--- src/rtl/mdu_pkg.sv ---
// Shared definitions for the multiply/divide unit: funct codes, FSM states and op kinds.
package mdu_pkg;

   localparam logic [5:0] FUNCT_MFHI  = 6'b010000;
   localparam logic [5:0] FUNCT_MTHI  = 6'b010001;
   localparam logic [5:0] FUNCT_MFLO  = 6'b010010;
   localparam logic [5:0] FUNCT_MTLO  = 6'b010011;
   localparam logic [5:0] FUNCT_MULT  = 6'b011000;
   localparam logic [5:0] FUNCT_MULTU = 6'b011001;
   localparam logic [5:0] FUNCT_DIV   = 6'b011010;
   localparam logic [5:0] FUNCT_DIVU  = 6'b011011;

   typedef enum logic [1:0] {
      ST_IDLE = 2'd0,
      ST_RUN  = 2'd1,
      ST_FIX  = 2'd2
   } state_e;

   typedef enum logic {
      OP_MUL = 1'b0,
      OP_DIV = 1'b1
   } op_kind_e;

endpackage

--- src/rtl/mdu_step_core.sv ---
// One iteration of the multiply (shift-add) or restoring divide (shift-subtract) datapath.
// Divide step is only built when MDU_DIV_EN is defined.
module mdu_step_core
   import mdu_pkg::*;
#(
   parameter int NB_DATA = 32
) (
   input  logic [2*NB_DATA:0]  acc_i,
   input  logic [NB_DATA-1:0]  operand_i,
   input  op_kind_e            kind_i,
   output logic [2*NB_DATA:0]  acc_o
);

   // Multiply: upper half (with carry bit) accumulates, whole word shifts right
   logic [NB_DATA:0]   mul_sum;
   logic [2*NB_DATA:0] mul_next;

   assign mul_sum  = acc_i[0] ? (acc_i[2*NB_DATA:NB_DATA] + {1'b0, operand_i})
                              : acc_i[2*NB_DATA:NB_DATA];
   assign mul_next = {1'b0, mul_sum, acc_i[NB_DATA-1:1]};

`ifdef MDU_DIV_EN
   // Divide: {remainder, dividend} shifts left, quotient bits enter at bit 0
   logic [NB_DATA:0]   div_rem;
   logic [NB_DATA:0]   div_diff;
   logic               div_ge;
   logic [2*NB_DATA:0] div_next;

   assign div_rem  = acc_i[2*NB_DATA-1:NB_DATA-1];
   assign div_diff = div_rem - {1'b0, operand_i};
   assign div_ge   = (div_rem >= {1'b0, operand_i});
   assign div_next = div_ge ? {div_diff, acc_i[NB_DATA-2:0], 1'b1}
                            : {acc_i[2*NB_DATA-1:0], 1'b0};

   assign acc_o = (kind_i == OP_DIV) ? div_next : mul_next;
`else
   assign acc_o = (kind_i == OP_MUL) ? mul_next : acc_i;
`endif

endmodule

--- src/rtl/mult_div_unit.sv ---
// Iterative MIPS multiply/divide unit with HI/LO registers and pipeline stall request.
// Define MDU_DIV_EN to build DIV/DIVU support; otherwise divide functs are ignored.
module mult_div_unit
   import mdu_pkg::*;
#(
   parameter int NB_DATA    = 32,
   parameter int BITS_FUNCT = 6
) (
   input  logic                  i_clk,
   input  logic                  i_reset_n,
   input  logic                  i_valid,
   input  logic [BITS_FUNCT-1:0] i_funct,
   input  logic [NB_DATA-1:0]    i_op_a,
   input  logic [NB_DATA-1:0]    i_op_b,
   input  logic                  i_flush,
   output logic                  o_stall,
   output logic                  o_busy,
   output logic                  o_done,
   output logic [NB_DATA-1:0]    o_hi,
   output logic [NB_DATA-1:0]    o_lo,
   output logic [NB_DATA-1:0]    o_mf_data
);

   // state   | meaning
   // IDLE    | accepts MULT/DIV, services MT/MF
   // RUN     | one shift-add / shift-subtract step per cycle, NB_DATA steps
   // FIX     | sign fixup, write HI/LO, pulse done

   localparam int               CNT_W    = $clog2(NB_DATA);
   localparam logic [CNT_W-1:0] CNT_LAST = CNT_W'(NB_DATA - 1);

   state_e             state_q, state_d;
   logic [CNT_W-1:0]   cnt_q, cnt_d;
   logic [2*NB_DATA:0] acc_q, acc_d, acc_step;
   logic [NB_DATA-1:0] opb_q, opb_d;
   op_kind_e           kind_q, kind_d;
   logic               sign_a_q, sign_a_d, sign_b_q, sign_b_d;
   logic [NB_DATA-1:0] hi_q, hi_d, lo_q, lo_d;
   logic               done_q, done_d;

   logic is_mul, is_div, is_mf, is_mt, is_signed, accept;
   logic sgn_a, sgn_b, neg_res;
   logic [NB_DATA-1:0]   mag_a, mag_b;
   logic [2*NB_DATA-1:0] prod_fix;

   assign is_mul    = (i_funct == FUNCT_MULT) || (i_funct == FUNCT_MULTU);
`ifdef MDU_DIV_EN
   assign is_div    = (i_funct == FUNCT_DIV) || (i_funct == FUNCT_DIVU);
`else
   assign is_div    = 1'b0;
`endif
   assign is_mf     = (i_funct == FUNCT_MFHI) || (i_funct == FUNCT_MFLO);
   assign is_mt     = (i_funct == FUNCT_MTHI) || (i_funct == FUNCT_MTLO);
   assign is_signed = (i_funct == FUNCT_MULT) || (i_funct == FUNCT_DIV);

   assign o_stall = i_valid & (is_mul | is_div | is_mf | is_mt) & (state_q != ST_IDLE);
   assign accept  = i_valid & (is_mul | is_div) & ~o_stall & ~i_flush & (state_q == ST_IDLE);

   assign sgn_a = is_signed & i_op_a[NB_DATA-1];
   assign sgn_b = is_signed & i_op_b[NB_DATA-1];
   assign mag_a = sgn_a ? -i_op_a : i_op_a;
   assign mag_b = sgn_b ? -i_op_b : i_op_b;

   assign neg_res  = sign_a_q ^ sign_b_q;
   assign prod_fix = neg_res ? -acc_q[2*NB_DATA-1:0] : acc_q[2*NB_DATA-1:0];

`ifdef MDU_DIV_EN
   logic               div0_q, div0_d;
   logic [NB_DATA-1:0] a_raw_q, a_raw_d;
   logic [NB_DATA-1:0] quo_fix, rem_fix;

   assign quo_fix = neg_res  ? -acc_q[NB_DATA-1:0] : acc_q[NB_DATA-1:0];
   assign rem_fix = sign_a_q ? -acc_q[2*NB_DATA-1:NB_DATA] : acc_q[2*NB_DATA-1:NB_DATA];
`endif

   mdu_step_core #(
      .NB_DATA (NB_DATA)
   ) u_step (
      .acc_i     (acc_q),
      .operand_i (opb_q),
      .kind_i    (kind_q),
      .acc_o     (acc_step)
   );

   always_comb begin
      state_d  = state_q;
      cnt_d    = cnt_q;
      acc_d    = acc_q;
      opb_d    = opb_q;
      kind_d   = kind_q;
      sign_a_d = sign_a_q;
      sign_b_d = sign_b_q;
      hi_d     = hi_q;
      lo_d     = lo_q;
      done_d   = 1'b0;
`ifdef MDU_DIV_EN
      div0_d   = div0_q;
      a_raw_d  = a_raw_q;
`endif
      case (state_q)
         ST_IDLE: begin
            if (accept) begin
               state_d  = ST_RUN;
               cnt_d    = '0;
               acc_d    = {{(NB_DATA+1){1'b0}}, mag_a};
               opb_d    = mag_b;
               kind_d   = is_div ? OP_DIV : OP_MUL;
               sign_a_d = sgn_a;
               sign_b_d = sgn_b;
`ifdef MDU_DIV_EN
               div0_d   = is_div & (i_op_b == '0);
               a_raw_d  = i_op_a;
`endif
            end else if (i_valid && i_funct == FUNCT_MTHI) begin
               hi_d = i_op_a;
            end else if (i_valid && i_funct == FUNCT_MTLO) begin
               lo_d = i_op_a;
            end
         end
         ST_RUN: begin
            if (i_flush) begin
               state_d = ST_IDLE;
            end else begin
               acc_d = acc_step;
               cnt_d = cnt_q + 1'b1;
               if (cnt_q == CNT_LAST) state_d = ST_FIX;
            end
         end
         ST_FIX: begin
            state_d = ST_IDLE;
            if (!i_flush) begin
               done_d       = 1'b1;
               {hi_d, lo_d} = prod_fix;
`ifdef MDU_DIV_EN
               if (kind_q == OP_DIV) begin
                  // divide-by-zero bypasses the fixup entirely
                  lo_d = div0_q ? '1      : quo_fix;
                  hi_d = div0_q ? a_raw_q : rem_fix;
               end
`endif
            end
         end
         default: state_d = ST_IDLE;
      endcase
   end

   always_ff @(posedge i_clk or negedge i_reset_n) begin
      if (!i_reset_n) begin
         state_q  <= ST_IDLE;
         cnt_q    <= '0;
         acc_q    <= '0;
         opb_q    <= '0;
         kind_q   <= OP_MUL;
         sign_a_q <= 1'b0;
         sign_b_q <= 1'b0;
         hi_q     <= '0;
         lo_q     <= '0;
         done_q   <= 1'b0;
`ifdef MDU_DIV_EN
         div0_q   <= 1'b0;
         a_raw_q  <= '0;
`endif
      end else begin
         state_q  <= state_d;
         cnt_q    <= cnt_d;
         acc_q    <= acc_d;
         opb_q    <= opb_d;
         kind_q   <= kind_d;
         sign_a_q <= sign_a_d;
         sign_b_q <= sign_b_d;
         hi_q     <= hi_d;
         lo_q     <= lo_d;
         done_q   <= done_d;
`ifdef MDU_DIV_EN
         div0_q   <= div0_d;
         a_raw_q  <= a_raw_d;
`endif
      end
   end

   assign o_busy    = (state_q != ST_IDLE);
   assign o_done    = done_q;
   assign o_hi      = hi_q;
   assign o_lo      = lo_q;
   assign o_mf_data = (i_funct == FUNCT_MFHI) ? hi_q :
                      (i_funct == FUNCT_MFLO) ? lo_q : '0;

endmodule

--- config.mk ---
export PLATFORM = sky130hd
export DESIGN_NAME = mult_div_unit
export DESIGN_NICKNAME = d
export VERILOG_FILES = /design/src/rtl/mdu_pkg.sv /design/src/rtl/mdu_step_core.sv /design/src/rtl/mult_div_unit.sv
export SDC_FILE = /design/constraint.sdc
export NUM_CORES = 1
export LEC_CHECK = 0
export BUFFER_PORTS_ARGS = -buffer_cell sky130_fd_sc_hd__buf_2
export CAP_MARGIN = 20
export CORE_MARGIN = 8
export CORE_UTILIZATION = 45
export CTS_CLUSTER_SIZE = 12
export DETAILED_ROUTE_END_ITERATION = 10
export PLACE_DENSITY = 0.68
export SLEW_MARGIN = 10
export SYNTH_ARGS = -nofsm -noshare
export SYNTH_HDL_FRONTEND = slang
export SYNTH_HIERARCHICAL = 1
export SYNTH_SLANG_ARGS = --single-unit
--- constraint.sdc ---
create_clock -name i_clk -period 2.9 [get_ports i_clk]
set_input_delay 0.435 -clock i_clk [delete_from_list [all_inputs] [get_ports i_clk]]
set_output_delay 0.435 -clock i_clk [all_outputs]
set_load 0.005 [all_outputs]
==> flow_summary.json <==
{
  "crit_path_frequent_cell": "sky130_fd_sc_hd__nand2_1",
  "postSynth.topFlopCell": "sky130_fd_sc_hd__dfrtp_1",
  "core_area_um2": 29500,
  "cp-end-kind": "flop",
  "gpl.final_weighted_congestion": 0.960,
  "cts_num_sinks": 171,
  "mappedNetlistArea_um2": 13400,
  "floorplan.die.width_um": 188,
  "finalSetupViolations": 0,
  "power.share.combinational": 0.458,
  "first_pass_grt_wire_length_um": 73900,
  "layout_worst_path_cycle_share": 0.964,
  "grt_antenna_before_repair": 2,
  "yosysWarnings": 6,
  "grt_use_total": 0.260,
  "drt-vias-per-instance": 5.98,
  "synth.lib_cells_used.distinct": 80,
  "worst-slew-pin-transition_ps": 604,
  "drt-initial-drc-count": 1129,
  "clk_latency_ps": 440,
  "slew_headroom": 0.598,
  "clk_root_buffer_cell": "sky130_fd_sc_hd__clkbuf_16",
  "unrepaired_setup_endpoints_after_global_routing": "true",
  "flow.area_growth_from_synthesis_pct": 18.1,
  "fin_area_um2": 15800,
  "timing.final.hold_violations": 0,
  "worst-setup-path-type": "flop to flop",
  "placementRows": 63,
  "m1WireLength_um": 19700,
  "path_buf_inv": 0,
  "detailed_place_hpwl_um": 35600,
  "start_util": 0.454,
  "layout.cells.most_common_list": "sky130_fd_sc_hd__nand2_1, sky130_fd_sc_hd__nor2_1, sky130_fd_sc_hd__dfrtp_1, sky130_fd_sc_hd__buf_2, sky130_fd_sc_hd__o21ai_0",
  "port-buffer-count": 172,
  "finalWorstSetupSlack_ps": 104,
  "highest-signal-layer": "met5",
  "drv_cap": 0,
  "worst-endpoint-arrival_ps": 3130,
  "leakagePower_nw": 7.44,
  "design.portCount": 173,
  "outcome": "complete, no violations",
  "fmaxAchievable_ghz": 0.358,
  "worstPathCellList": "ha_4, a211oi_2, o21ai_2, nor3b_2, o41a_1, a31o_4, a211oi_4, mux2i_1, nand2_1, nand3_1, nand2_1",
  "internal_power_mw": 6.57,
  "reg2reg_slack_ps": 100,
  "critical-path-max-stage-delay_ps": 450,
  "synth-seq-area-share": 0.320,
  "drt_drc_violations_left": 0,
  "synthesis.instances": 1667,
  "dr_wl_met3_um": 3540,
  "layout_min_cycle_time_ps": 2800,
  "power-per-cell-area_nw_per_um2": 732,
  "power.net_switching_mw": 5.00,
  "setup.worst_path.start_class": "flop",
  "slew_violations": 0,
  "cp_max_fo": 4,
  "h_tree_levels": 4,
  "mostFrequentLayoutCell": "sky130_fd_sc_hd__nand2_1",
  "share_clk_of_total_power": 0.209,
  "routed_wire_length_per_instance_um": 21.0,
  "worst_hold_path_type": "input port to flop",
  "final.setup.tns_ps": 0,
  "cp_slowest_cell": "sky130_fd_sc_hd__o41a_1",
  "fin_skew_ps": 17.6,
  "vdd_ir_max_uv": 421,
  "timing.critical_path.max_delay_family": "compound AO/OA/AOI/OAI gates",
  "cts_tree": "yes",
  "dpl-instance-area_um2": 15100,
  "place_ws_ps": 72.5,
  "dr.pass1.iters": 6,
  "syn_area_per_cell_um2": 8.02,
  "clockBufferDepth": 2,
  "crit_required_ps": 3230,
  "gr-total-overflow": 0,
  "power.sequential.fraction": 0.333,
  "design.final.nets": 1961,
  "final_layout_size_suffix_gt1_frac": 0.201,
  "vias": 13500,
  "swShare": 0.432,
  "detail_route.wirelength_um": 47200,
  "numCtsBuffers": 17,
  "die_height_um": 188,
  "antenna_left": 0,
  "timing.hold.ws_ps": 284,
  "synth_seq_cells": 171,
  "first_global_vias": 13000,
  "count_of_flip_flops_with_a_built_in_enable_after_synthesis": 0,
  "met2RoutedLength_um": 21400,
  "largest_net_degree_at_the_start_of_global_routing": 92,
  "die_area_um2": 35500,
  "clkSlewWorstSetupHoldPaths_ps": 80,
  "synth-async-reset-ratio": 1.00
}
==> Yosys cell counts (6+ instances only) <==
master | number | area share
sky130_fd_sc_hd__ha_1 | 37 | 0.035
sky130_fd_sc_hd__or3_1 | 14 | 0.0065
sky130_fd_sc_hd__nor2_1 | 179 | 0.050
sky130_fd_sc_hd__o221ai_1 | 8 | 0.0052
sky130_fd_sc_hd__and2_1 | 9 | 0.0042
sky130_fd_sc_hd__o22ai_1 | 7 | 0.0033
sky130_fd_sc_hd__a211oi_1 | 12 | 0.0067
sky130_fd_sc_hd__nand2b_1 | 10 | 0.0047
sky130_fd_sc_hd__clkbuf_1 | 88 | 0.025
sky130_fd_sc_hd__nand2_1 | 233 | 0.065
sky130_fd_sc_hd__mux2i_1 | 55 | 0.041
sky130_fd_sc_hd__dfrtp_1 | 171 | 0.32
sky130_fd_sc_hd__o21bai_1 | 7 | 0.0039
sky130_fd_sc_hd__o21ai_1 | 16 | 0.0060
sky130_fd_sc_hd__nor4_1 | 18 | 0.0084
sky130_fd_sc_hd__or4_1 | 12 | 0.0067
sky130_fd_sc_hd__mux2_2 | 40 | 0.034
sky130_fd_sc_hd__xor2_1 | 52 | 0.034
sky130_fd_sc_hd__nor2b_1 | 7 | 0.0033
sky130_fd_sc_hd__nor3b_1 | 9 | 0.0051
sky130_fd_sc_hd__o31ai_1 | 21 | 0.012
sky130_fd_sc_hd__a21o_1 | 21 | 0.012
sky130_fd_sc_hd__xnor2_1 | 90 | 0.059
sky130_fd_sc_hd__and3_1 | 14 | 0.0065
sky130_fd_sc_hd__inv_1 | 28 | 0.0079
sky130_fd_sc_hd__nand4_1 | 7 | 0.0033
sky130_fd_sc_hd__o41ai_1 | 13 | 0.0085
sky130_fd_sc_hd__a22oi_1 | 14 | 0.0079
sky130_fd_sc_hd__o21ai_0 | 134 | 0.050
sky130_fd_sc_hd__a21oi_1 | 112 | 0.042
sky130_fd_sc_hd__a31oi_1 | 32 | 0.015
sky130_fd_sc_hd__o211ai_1 | 10 | 0.0056
sky130_fd_sc_hd__buf_1 | 6 | 0.0017
sky130_fd_sc_hd__nor3_1 | 30 | 0.011
sky130_fd_sc_hd__nand3_1 | 65 | 0.024
==> worst reg2reg max path: cells and delay by family, from the launching register on <==
| family | cells | cell delay (ps) |
|---|---|---|
| adders and majority gates | 1 | 270 |
| and+or+nand+nor | 4 | 360 |
| AOI/OAI and AO/OA | 5 | 1400 |
| muxes | 1 | 230 |
| DFF | 1 | 440 |
==> power groups by stage <==
stage	clock network, mW	logic [mW]	registers [mW]
finish	2.42	5.30	3.86
global route	2.53	5.81	3.94
CTS	2.45	5.18	3.84
detailed placement	0	5.16	3.89
global placement	0	5.08	3.86
floorplan	0	3.36	3.68
==> final cells by class <==
cell class	count	area [µm²]
Fill cell	2837	13700
Antenna cell	1	2.50
Clock inverter	14	176
Clock buffer	18	429
Tap cell	390	488
Multi-Input combinational cell	1370	8710
Inverter	28	105
Timing Repair Buffer	261	1610
Sequential cell	171	4280
==> flip-flops by register name (all words and copies together), names as in the netlist <==
register  cells
o_hi         32
sign_a_q      1
opb_q        32
cnt_q         5
state_q       2
o_lo         32
sign_b_q      1
o_done        1
acc_q        65
==> metal layers <==
metal,GRT usage,up-vias
met1,0.331,6419
met5,0,-
met3,0.0492,118
met4,0.149,2
met2,0.410,594
li1,-,6341
==> logic make-up after synthesis <==
kind of cell             after synthesis  synth area share
flip-flops                           171             0.320
XOR/XNOR                             142            0.0930
adder cells (fa/ha/maj)               38            0.0361
other                                  1          0.000280
multiplexers                          95            0.0748
buffers and inverters                128            0.0369
AO/OA/AOI/OAI                        449             0.210
AND/OR/NAND/NOR                      643             0.229
==> final timing paths <==
kind                            startpoint  depth (start not counted)         to
worst max-delay path             acc_q[33]                         11  acc_q[60]
worst min-delay path            i_op_b[31]                          3  opb_q[31]
worst max register to register   acc_q[33]                         11  acc_q[60]
worst min register to register    cnt_q[4]                          2   cnt_q[4]
max in group asynchronous        i_reset_n                          3  opb_q[20]
min in group asynchronous        i_reset_n                          2    o_lo[0]
==> what timing repair did <==
action                     CTS  global route
setup endpoints to repair    0             7
hold buffers                 1             0
resized for setup            0             7
buffers inserted             0             1
hold endpoints to repair    27             0
==> through the flow <==
step | util | power [mW] | cells
global placement | 0.513 | 8.94 | 2218
CTS | 0.534 | 11.5 | 2251
global route | 0.536 | 12.3 | 2253
floorplan | - | 7.05 | 1669
detailed placement | 0.513 | 9.05 | 2218
finish | 0.536 | 11.6 | 2253
Note: power is estimated with default switching activity, not from simulation.
